--- src/rtl/fetch_pkg.sv ---
// Shared types for the instruction fetch unit: NOP filler, FSM states and
// the queue entry layout.
package fetch_pkg;
  localparam logic [31:0] NOP = 32'h0000_0013;

  typedef enum logic [1:0] {S_REQ, S_WAIT, S_DRAIN, S_HALT} state_t;

  typedef struct packed {
    logic [31:0] inst;
    logic [31:0] pc;
    logic        fault;
    logic        misaligned;
  } entry_t;

  localparam int ENTRY_W = $bits(entry_t);
endpackage

--- src/rtl/fetch_if.sv ---
// Wishbone instruction bus, redirect and decode-side handshake of the fetch unit.
interface fetch_if;
  logic [31:0] iwbm_addr_o;
  logic        iwbm_cyc_o;
  logic        iwbm_stb_o;
  logic [31:0] iwbm_dat_i;
  logic        iwbm_ack_i;
  logic        iwbm_err_i;
  logic        redirect_i;
  logic [31:0] redirect_pc_i;
  logic        inst_valid_o;
  logic        inst_ready_i;
  logic [31:0] instruction_o;
  logic [31:0] pc_o;
  logic        e_fetch_fault_o;
  logic        e_misaligned_o;

  modport master (
    output iwbm_addr_o, iwbm_cyc_o, iwbm_stb_o,
    input  iwbm_dat_i, iwbm_ack_i, iwbm_err_i,
    input  redirect_i, redirect_pc_i,
    output inst_valid_o, instruction_o, pc_o, e_fetch_fault_o, e_misaligned_o,
    input  inst_ready_i
  );

  modport slave (
    input  iwbm_addr_o, iwbm_cyc_o, iwbm_stb_o,
    output iwbm_dat_i, iwbm_ack_i, iwbm_err_i,
    output redirect_i, redirect_pc_i,
    input  inst_valid_o, instruction_o, pc_o, e_fetch_fault_o, e_misaligned_o,
    output inst_ready_i
  );
endinterface

--- src/rtl/fetch_fifo.sv ---
// Two-entry in-order queue; head is always slot e0. Flush wins over pop and
// may be combined with a push, leaving only the pushed entry.
module fetch_fifo #(
  parameter int             W       = 66,
  parameter logic [W-1:0]   RST_VAL = '0
) (
  input  logic         clk_i,
  input  logic         rst_i,
  input  logic         push,
  input  logic         pop,
  input  logic         flush,
  input  logic [W-1:0] din,
  output logic [W-1:0] head,
  output logic [1:0]   count
);
  logic [W-1:0] e0, e1;
  logic         do_push, do_pop;
  logic [1:0]   slot;

  assign do_pop  = pop && (count != 2'd0);
  assign do_push = push && ((count != 2'd2) || do_pop);
  assign slot    = count - {1'b0, do_pop};
  assign head    = e0;

  always_ff @(posedge clk_i) begin
    if (rst_i) begin
      e0    <= RST_VAL;
      e1    <= RST_VAL;
      count <= 2'd0;
    end else if (flush) begin
      count <= {1'b0, push};
      if (push) e0 <= din;
    end else begin
      // shift first, then the push lands in the slot freed/left by the pop
      if (do_pop) e0 <= e1;
      if (do_push) begin
        if (slot == 2'd0) e0 <= din;
        else              e1 <= din;
      end
      count <= count + {1'b0, do_push} - {1'b0, do_pop};
    end
  end
endmodule

--- src/rtl/fetch.sv ---
// Instruction fetch: single-outstanding Wishbone master feeding a 2-entry
// queue toward decode, with redirect, drain of stale cycles and halt on faults.
module fetch
  import fetch_pkg::*;
#(
  parameter logic [31:0] RESET_ADDR = 32'h8000_0000
) (
  input logic      clk_i,
  input logic      rst_i,
  fetch_if.master  bus
);
  localparam entry_t RST_ENTRY = '{inst: NOP, pc: RESET_ADDR, fault: 1'b0, misaligned: 1'b0};

  state_t      state_q, state_d;
  logic        cyc_q, cyc_d;
  logic [31:0] addr_q, addr_d, tgt_q, tgt_d, start_pc;
  logic        push, pop, flush, start, done, valid;
  logic [1:0]  count, cnt_nxt;
  entry_t      push_data, head;

  fetch_fifo #(.W(ENTRY_W), .RST_VAL(RST_ENTRY)) u_fifo (
    .clk_i (clk_i),
    .rst_i (rst_i),
    .push  (push),
    .pop   (pop),
    .flush (flush),
    .din   (push_data),
    .head  (head),
    .count (count)
  );

  assign valid               = (count != 2'd0);
  assign done                = cyc_q && (bus.iwbm_ack_i || bus.iwbm_err_i);
  assign bus.iwbm_addr_o     = addr_q;
  assign bus.iwbm_cyc_o      = cyc_q;
  assign bus.iwbm_stb_o      = cyc_q;
  assign bus.inst_valid_o    = valid;
  assign bus.instruction_o   = head.inst;
  assign bus.pc_o            = head.pc;
  assign bus.e_fetch_fault_o = head.fault;
  assign bus.e_misaligned_o  = head.misaligned;

  always_comb begin
    state_d   = state_q;
    cyc_d     = cyc_q;
    addr_d    = addr_q;
    tgt_d     = tgt_q;
    push      = 1'b0;
    flush     = 1'b0;
    pop       = valid && bus.inst_ready_i;
    start     = 1'b0;
    start_pc  = bus.redirect_pc_i;
    cnt_nxt   = count;
    push_data = '{inst: NOP, pc: addr_q, fault: 1'b0, misaligned: 1'b0};

    if (bus.redirect_i) begin
      flush = 1'b1;
      pop   = 1'b0;
      // a live bus cycle must run to completion before the target is fetched
      if (cyc_q && !done) begin
        state_d = S_DRAIN;
        tgt_d   = bus.redirect_pc_i;
      end else begin
        start = 1'b1;
      end
    end else begin
      unique case (state_q)
        S_REQ: begin
          if (cyc_q && bus.iwbm_err_i) begin
            push            = 1'b1;
            push_data.fault = 1'b1;
            state_d         = S_HALT;
            cyc_d           = 1'b0;
          end else if (!cyc_q || bus.iwbm_ack_i) begin
            if (cyc_q) begin
              push           = 1'b1;
              push_data.inst = bus.iwbm_dat_i;
              addr_d         = addr_q + 32'd4;
            end
            cnt_nxt = count + {1'b0, push} - {1'b0, pop};
            if (cnt_nxt < 2'd2) begin
              cyc_d = 1'b1;
            end else begin
              cyc_d   = 1'b0;
              state_d = S_WAIT;
            end
          end
        end
        S_WAIT: begin
          cnt_nxt = count - {1'b0, pop};
          if (cnt_nxt < 2'd2) begin
            state_d = S_REQ;
            cyc_d   = 1'b1;
          end
        end
        S_DRAIN: begin
          if (done) begin
            start    = 1'b1;
            start_pc = tgt_q;
          end
        end
        S_HALT: ;
        default: ;
      endcase
    end

    if (start) begin
      if (start_pc[1:0] != 2'b00) begin
        push      = 1'b1;
        push_data = '{inst: NOP, pc: start_pc, fault: 1'b0, misaligned: 1'b1};
        state_d   = S_HALT;
        cyc_d     = 1'b0;
      end else begin
        addr_d  = start_pc;
        state_d = S_REQ;
        cyc_d   = 1'b1;
      end
    end
  end

  always_ff @(posedge clk_i) begin
    if (rst_i) begin
      state_q <= S_REQ;
      cyc_q   <= 1'b0;
      addr_q  <= RESET_ADDR;
      tgt_q   <= RESET_ADDR;
    end else begin
      state_q <= state_d;
      cyc_q   <= cyc_d;
      addr_q  <= addr_d;
      tgt_q   <= tgt_d;
    end
  end
endmodule

--- src/flat_wrapper.sv ---
// flat-port wrapper written by rule: the top's interface ports become plain ports
module fetch_flat import fetch_pkg::*;
#(
  parameter logic [31:0] RESET_ADDR = 32'h8000_0000
)
  (clk_i, rst_i, bus_iwbm_addr_o, bus_iwbm_cyc_o, bus_iwbm_stb_o, bus_iwbm_dat_i, bus_iwbm_ack_i, bus_iwbm_err_i, bus_redirect_i, bus_redirect_pc_i, bus_inst_valid_o, bus_instruction_o, bus_pc_o, bus_e_fetch_fault_o, bus_e_misaligned_o, bus_inst_ready_i);
  fetch_if bus_i ();
  input logic clk_i;
  input logic rst_i;
  output wire logic [$bits(bus_i.iwbm_addr_o)-1:0] bus_iwbm_addr_o;
  output wire logic [$bits(bus_i.iwbm_cyc_o)-1:0] bus_iwbm_cyc_o;
  output wire logic [$bits(bus_i.iwbm_stb_o)-1:0] bus_iwbm_stb_o;
  input wire logic [$bits(bus_i.iwbm_dat_i)-1:0] bus_iwbm_dat_i;
  input wire logic [$bits(bus_i.iwbm_ack_i)-1:0] bus_iwbm_ack_i;
  input wire logic [$bits(bus_i.iwbm_err_i)-1:0] bus_iwbm_err_i;
  input wire logic [$bits(bus_i.redirect_i)-1:0] bus_redirect_i;
  input wire logic [$bits(bus_i.redirect_pc_i)-1:0] bus_redirect_pc_i;
  output wire logic [$bits(bus_i.inst_valid_o)-1:0] bus_inst_valid_o;
  output wire logic [$bits(bus_i.instruction_o)-1:0] bus_instruction_o;
  output wire logic [$bits(bus_i.pc_o)-1:0] bus_pc_o;
  output wire logic [$bits(bus_i.e_fetch_fault_o)-1:0] bus_e_fetch_fault_o;
  output wire logic [$bits(bus_i.e_misaligned_o)-1:0] bus_e_misaligned_o;
  input wire logic [$bits(bus_i.inst_ready_i)-1:0] bus_inst_ready_i;
  assign bus_iwbm_addr_o = bus_i.iwbm_addr_o;
  assign bus_iwbm_cyc_o = bus_i.iwbm_cyc_o;
  assign bus_iwbm_stb_o = bus_i.iwbm_stb_o;
  assign bus_i.iwbm_dat_i = bus_iwbm_dat_i;
  assign bus_i.iwbm_ack_i = bus_iwbm_ack_i;
  assign bus_i.iwbm_err_i = bus_iwbm_err_i;
  assign bus_i.redirect_i = bus_redirect_i;
  assign bus_i.redirect_pc_i = bus_redirect_pc_i;
  assign bus_inst_valid_o = bus_i.inst_valid_o;
  assign bus_instruction_o = bus_i.instruction_o;
  assign bus_pc_o = bus_i.pc_o;
  assign bus_e_fetch_fault_o = bus_i.e_fetch_fault_o;
  assign bus_e_misaligned_o = bus_i.e_misaligned_o;
  assign bus_i.inst_ready_i = bus_inst_ready_i;
  fetch #(.RESET_ADDR(RESET_ADDR)) u_core (.clk_i(clk_i), .rst_i(rst_i), .bus(bus_i));
endmodule
--- config.mk ---
export PLATFORM = sky130hd
export DESIGN_NAME = fetch_flat
export DESIGN_NICKNAME = d
export VERILOG_FILES = /design/src/rtl/fetch_pkg.sv /design/src/rtl/fetch_if.sv /design/src/rtl/fetch_fifo.sv /design/src/rtl/fetch.sv /design/src/flat_wrapper.sv
export SDC_FILE = /design/constraint.sdc
export NUM_CORES = 1
export LEC_CHECK = 0
export ABC_AREA = 1
export ABC_CLOCK_PERIOD_IN_PS = 3800
export BUFFER_PORTS_ARGS = -buffer_cell sky130_fd_sc_hd__buf_2
export CORE_ASPECT_RATIO = 1.5
export CORE_MARGIN = 10
export CORE_UTILIZATION = 60
export CTS_CLUSTER_SIZE = 25
export DETAILED_ROUTE_END_ITERATION = 16
export GPL_TIMING_DRIVEN = 0
export PLACE_DENSITY = 0.9
export RECOVER_POWER = 50
export SLEW_MARGIN = 30
export SYNTH_ARGS = -nofsm -noshare
export SYNTH_HDL_FRONTEND = slang
export SYNTH_SLANG_ARGS = --single-unit
--- constraint.sdc ---
create_clock -name clk_i -period 3.8 [get_ports clk_i]
set_input_delay 0 -clock clk_i [delete_from_list [all_inputs] [get_ports clk_i]]
set_output_delay 0 -clock clk_i [all_outputs]
set_load 0.005 [all_outputs]
# Word level (Yosys, flattened, before mapping)
# Cells that the tools add are included.
[word_totals]
regBits = 201
input_bits = 70
output_inout_bits = 101
[op_classes]
addsub = 7
order_cmp = 2
eq_ne = 11
n_mux = 60
n_bitwise = 2
n_reduce_logical = 22
[op_table]
columns = ["op", "n"]
rows = [
  ["$mux W32", 15],
  ["$mux W66", 7],
  ["$add A32 B3 Y32 const B", 1],
  ["$mux W1", 28],
  ["$mux W2", 8],
  ["$sub A2 B1 Y2", 4],
  ["$logic_and A1 B1 Y1", 6],
  ["$ne A3 B1 Y1 const B", 2],
  ["$ne A5 B2 Y1 const B", 1],
  ["$ne A5 B3 Y1 const B", 1],
  ["$reduce_and A5 Y1", 1],
  ["$add A2 B1 Y2", 2],
  ["$logic_not A2 Y1", 2],
  ["$lt A2 B2 Y1 const B", 2],
  ["$ne A2 B2 Y1 const B", 2],
  ["$ne A4 B1 Y1 const B", 1],
  ["$ne A4 B2 Y1 const B", 1],
  ["$pmux W2 S2", 1],
  ["$reduce_and A4 Y1", 1],
  ["$reduce_bool A2 Y1", 2],
  ["$reduce_bool A4 Y1", 1],
  ["$logic_or A1 B1 Y1", 3],
  ["$reduce_and A3 Y1", 1],
  ["$reduce_bool A3 Y1", 1],
  ["8 further kinds", 10],
]

# Depth between registers and ports, before layout
[depth]
depth_word = 16
depth_mapped = 17
mapped_depth_nobuf = 15

# Cells and area by module
# A second synthesis with hierarchy kept.
[hier_totals]
hier_cells = 1890
hier_area_um2 = 11587.4
[modules_own_cells]
columns = ["module", "n_inst", "cells_each", "area_per_inst_um2", "seq_area_each_um2"]
rows = [
  ["fetch_fifo", 1, 1103, 6897.9, 2682.6],
  ["fetch", 1, 787, 4689.5, 1341.3],
]

# Least setup slack after synthesis
# No wires, ideal clock.
[synth_path]
kind = "reg2reg"
startpoint = "reg u_core.cyc_q (netlist: u_core.bus.iwbm_cyc_o)"
endpoint = "reg u_core.u_fifo.count[1]"
arrival_ns = 2.236
setup_slack_ns = 1.450
path_stages_with_launch = 18
n_path_buf = 2
synth_period_minus_slack_ns = 2.350
path_cell_list = "dfxtp_1 > inv_2 > nor2_4 > nand2_1 > nand2_1 > nand2_4 > nand3_2 > nand3_4 > nand2_1 > inv_2 > buf_4 > buf_4 > nand2_1 > o21ai_0 > ha_1 > xnor2_1 > xor2_1 > nor2_1"
[synth_via]
elab_chain_len = 14
elab_cells_between_ends = 28
classes_between = "add/sub: 2; mux: 18; reduce/logical: 8"
[synth_lines]
columns = ["item", "line", "source"]
rows = [
  ["start, declared", "fetch.sv:15", "logic cyc_q, cyc_d;"],
  ["start signal, assigned", "fetch.sv:129", "cyc_q <= cyc_d;"],
  ["$mux W1", "fetch.sv:75", "if (cyc_q) begin"],
  ["$mux W1", "fetch.sv:74", "end else if (!cyc_q || bus.iwbm_ack_i) begin"],
  ["$mux W1", "fetch.sv:69", "if (cyc_q && bus.iwbm_err_i) begin"],
  ["$mux W1", "fetch.sv:67", "unique case (state_q)"],
  ["$mux W1", "fetch.sv:56", "if (bus.redirect_i) begin"],
  ["$mux W1", "fetch.sv:74", ""],
  ["$mux W1", "fetch.sv:69", ""],
  ["$mux W1", "fetch.sv:67", ""],
  ["$mux W1", "fetch.sv:56", ""],
  ["$mux W1", "fetch.sv:108", "if (start_pc[1:0] != 2'b00) begin"],
  ["$mux W1 (*)", "fetch.sv:107", "if (start) begin"],
  ["$logic_and A1 B1 Y1 (*)", "fetch_fifo.sv:21", "assign do_push = push && ((count != 2'd2) || do_pop);"],
  ["$add A2 B1 Y2 (*)", "fetch_fifo.sv:40", "count <= count + {1'b0, do_push} - {1'b0, do_pop};"],
  ["$sub A2 B1 Y2 (*)", "fetch_fifo.sv:40", ""],
  ["end signal, assigned", "fetch_fifo.sv:31", "count <= {1'b0, push};"],
  ["end signal, assigned", "fetch_fifo.sv:40", ""],
  ["end, declared", "fetch_fifo.sv:14", "output logic [1:0] count"],
]
# Mark *: on every way between the ends. The rest lies on a longest branch, timed or not. The select of a mux whose other input is x is not followed.
# A chain may end at the register's enable or synchronous reset.

# Final worst setup path
[layout_path]
startpoint = "reg u_core.cyc_q (netlist: u_core.bus.iwbm_cyc_o)"
endpoint = "reg u_core.addr_q[9] (netlist: u_core.bus.iwbm_addr_o[9])"
[layout_via]
elab_chain_len = 8
elab_cells_between_ends = 21
classes_between = "mux: 14; reduce/logical: 7"
[layout_lines]
columns = ["item", "line", "source"]
rows = [
  ["$logic_not A1 Y1", "fetch.sv:74", ""],
  ["$logic_or A1 B1 Y1", "fetch.sv:74", ""],
  ["$mux W32", "fetch.sv:74", ""],
  ["$mux W32", "fetch.sv:69", ""],
  ["$mux W32", "fetch.sv:67", ""],
  ["$mux W32", "fetch.sv:56", ""],
  ["$mux W32", "fetch.sv:108", ""],
  ["$mux W32 (*)", "fetch.sv:107", ""],
  ["end signal, assigned", "fetch.sv:130", "addr_q <= addr_d;"],
  ["end, declared", "fetch.sv:16", "logic [31:0] addr_q, addr_d, tgt_q, tgt_d, start_pc;"],
]
# Mark *: on every way between the ends. The rest lies on a longest branch, timed or not.

==> flow_summary.yaml <==
outcome:
  status: "finished clean"
min_path:
  min_path_type: "in -> reg"
  min-delay-start: "bus_redirect_i"
  holdPathStages: 4
  min_to: "u_core.u_fifo.count[0]"
yosys:
  yosysWarnings: 0
  syn_area_sq_um: 11300
  yosysTopAreaCellShare: 0.357
  netlist_instances: 1845
  syn_nets: 1918
  ys_types: 35
  yosys_register_bits: 201
  yosysSeqAreaShare: 0.357
  avgSynthCellArea_sq_um: 6.10
  yosys.area.top_type: "dfxtp_1"
  ys_top_cells_by_area: "dfxtp_1 36%, nand2_1 18%, o21ai_0 7.9%"
grt:
  grt_max_degree: 14
  overflow: 0
  grt_pass1_vias: 13500
  antenna_found_initial: 1
  grt_pass1_wl_um: 69200
  track_usage: 0.340
placement:
  place_congestion: 1.04
  hpwl_um: 32500
  numPortBuffers: 169
  post-place-cells: 2266
floorplan:
  core_area_sq_um: 18500
  start_util: 0.610
  num_rows: 61
  dieArea_sq_um: 24800
  die_h_um: 188
  io_pins: 171
  die_width_um: 132
critical_path:
  cp.required_ns: 4.17
  critPathMaxFanout: 10
  path_buf_inv: 3
  startpoint_type: "flop"
  regToRegStartpoint: "u_core.bus.iwbm_cyc_o"
  worstPathCellList: "nand2_2 > nand2_1 > nand3_4 > nand2_1 > inv_1 > nor2_1 > inv_1 > buf_2 > o21ai_0 > a31oi_1"
  path_delay_family: "simple AND/OR/NAND/NOR gates"
  worst-path-stages: 10
  reg2reg_slack_ns: 0.35
  worst-setup-path-type: "reg -> reg"
  reg2regPathDepth: 10
  endpoint_kind: "flop"
  cp.arrival_ns: 3.81
  crit_path_max_incr_delay_ns: 0.69
  worstReg2RegEnd: "u_core.bus.iwbm_addr_o[9]"
  slowest_stage: "nor2_1"
finish:
  area_growth_pct: 20.5
  drive_gt1_frac: 0.0767
  nNetsFinal: 2175
  mostFrequentLayoutCell: "nand2_1"
  finish.utilization: 0.734
  final_cells: 2366
  nFillCells: 1594
  layout_common_cells: "552 x nand2_1, 217 x inv_1, 201 x dfxtp_1, 178 x o21ai_0, 171 x nand3_1"
power_and_ir_drop:
  p_leak_nw: 6.23
  peakVddDrop_uv: 401
  power_density_nw_per_um2: 433
  seqPwrFrac: 0.411
  switching_share: 0.340
  internal-power_w: 0.00388
  clkPwrFrac: 0.336
  power_switching_w: 0.00200
  combPwrFrac: 0.253
clocking:
  cts_setup_buffers: 0
  cts_resized: 0
  cts_max_level: 1
  cts_buffer_depth: 3
  cts_tree: "built"
  root_buffer: "clkbuf_16"
  clock_sinks: 201
  numCtsBuffers: 21
  clk_latency_ns: 0.51
  cts_hold_buf: 65
  path_clk_slew_ns: 0.07
sta:
  fin_crit_ns: 3.45
  tightestPinTransition_ns: 1.07
  rsz0062_at_grt: "no"
  timing.final.crit_share: 0.908
  hold_viol: 0
  setup_tns_ns: 0
  max_freq_ghz: 0.290
  slew_viol_final: 0
  finalSetupViolCount: 0
  relSlewSlack: 0.287
  fin_skew_ns: 0.0156
detailed_routing:
  drt-pass1-iter-count: 12
  vias: 13500
  drtIter0Drc: 1424
  drc: 0
  drt_wl_total_um: 44400
  vias_per_cell: 5.72
  avgRoutedWirePerCell_um: 18.8
  final_antenna_net_count: 0
flow_run:
  cap_violations: 0
==> area by class of cell <==
class	instances	area [sq um]	area share
timing repair buffer	234	1390	0.102
clock inverter	2	12.5	0.000922
antenna	1	2.50	0.000184
buffer	121	543	0.0400
multi-input combinational	1302	5830	0.430
sequential	201	4020	0.297
inverter	221	830	0.0612
clock buffer	32	617	0.0455
tap	252	315	0.0232
==> through the flow <==
stage / total power, W / setup slack, ns / area, sq um / hold slack [ns]
after CTS: 0.00582 / 0.753 / 13700 / 0.0771
final: 0.00587 / 0.351 / 13600 / 0.114
after global placement: 0.00381 / 0.778 / 12400 / 0.248
after floorplan: 0.00333 / 1.45 / 11300 / 0.138
after global routing: 0.00610 / 0.290 / 13600 / 0.0972
after detailed placement: 0.00384 / 0.796 / 12400 / 0.255
==> power by group through the flow <==
stage               Sequential, W  Combinational, W  Clock (W)
floorplan                 0.00242          0.000906          0
global placement          0.00244           0.00137          0
detailed placement        0.00244           0.00140          0
CTS                       0.00240           0.00146    0.00196
global route              0.00242           0.00164    0.00204
finish                    0.00241           0.00149    0.00198
==> cells by family (layout without fill, tap and decap cells) <==
| family | Yosys count | count (layout) | share of synthesized area |
|---|---|---|---|
| adders and majority gates | 3 | 3 | 0.00333 |
| and+or+nand+nor | 929 | 929 | 0.343 |
| other | 0 | 1 | 0 |
| xor gates and xnor gates | 20 | 20 | 0.0156 |
| AOI/OAI and AO/OA | 350 | 350 | 0.158 |
| buffers and inverters | 342 | 610 | 0.122 |
| DFF | 201 | 201 | 0.357 |
==> sequential cells by signal, summed over array words and instances (netlist names) <==
name and cells:
u_core.u_fifo.e1 66, u_core.u_fifo.head 66, u_core.bus.iwbm_addr_o 32, u_core.tgt_q 32
u_core.state_q 2, u_core.u_fifo.count 2, u_core.bus.iwbm_cyc_o 1
==> tightest hold or removal path, stage by stage <==
cell and delay [ns]:
buf_2 0.12, buf_2 0.19, o21ai_0 0.18, nor2_1 0.07
==> how the worst max path moves through the flow <==
stage,startpoint,to
after floorplan,u_core.bus.iwbm_cyc_o,u_core.u_fifo.count[1]
after CTS,u_core.bus.iwbm_cyc_o,u_core.u_fifo.count[1]
after detailed placement,u_core.bus.iwbm_cyc_o,u_core.u_fifo.count[1]
after global placement,u_core.bus.iwbm_cyc_o,u_core.u_fifo.count[1]
after global routing,u_core.bus.iwbm_cyc_o,u_core.bus.iwbm_addr_o[5]
final,u_core.bus.iwbm_cyc_o,u_core.bus.iwbm_addr_o[9]
==> synth_stat cells <==
| cell type | count |
|---|---|
| nor2_4 | 2 |
| a31oi_1 | 6 |
| a211oi_1 | 2 |
| nand3_4 | 2 |
| nor3b_1 | 1 |
| xor2_1 | 17 |
| inv_1 | 216 |
| xnor2_1 | 3 |
| and3_1 | 1 |
| dfxtp_1 | 201 |
| nand3_2 | 3 |
| nor4_1 | 3 |
| ha_1 | 3 |
| o21ai_1 | 2 |
| a21boi_0 | 1 |
| inv_2 | 5 |
| nand3b_1 | 3 |
| clkbuf_1 | 65 |
| nor2_1 | 156 |
| buf_6 | 5 |
| nor3_1 | 17 |
| a21oi_1 | 155 |
| nand2_2 | 4 |
| nor2_2 | 2 |
| or2_2 | 4 |
| buf_1 | 18 |
| buf_2 | 27 |
| nand4_1 | 10 |
| o211ai_1 | 1 |
| nand2_1 | 549 |
| nand3_1 | 171 |
| nand2_4 | 1 |
| o21a_1 | 5 |
| o21ai_0 | 178 |
| buf_4 | 6 |
==> metal layers <==
| layer | up-vias | part of all wire | wire length [um] | GRT usage |
|---|---|---|---|---|
| met2 | 850 | 0.49 | 21700 | 0.605 |
| met1 | 6089 | 0.34 | 15100 | 0.339 |
| met5 | - | 0 | 0 | 0 |
| li1 | 6350 | - | - | - |
| met4 | 0 | 0.078 | 3450 | 0.261 |
| met3 | 243 | 0.094 | 4170 | 0.0709 |
(Power assumes the default switching activity.)
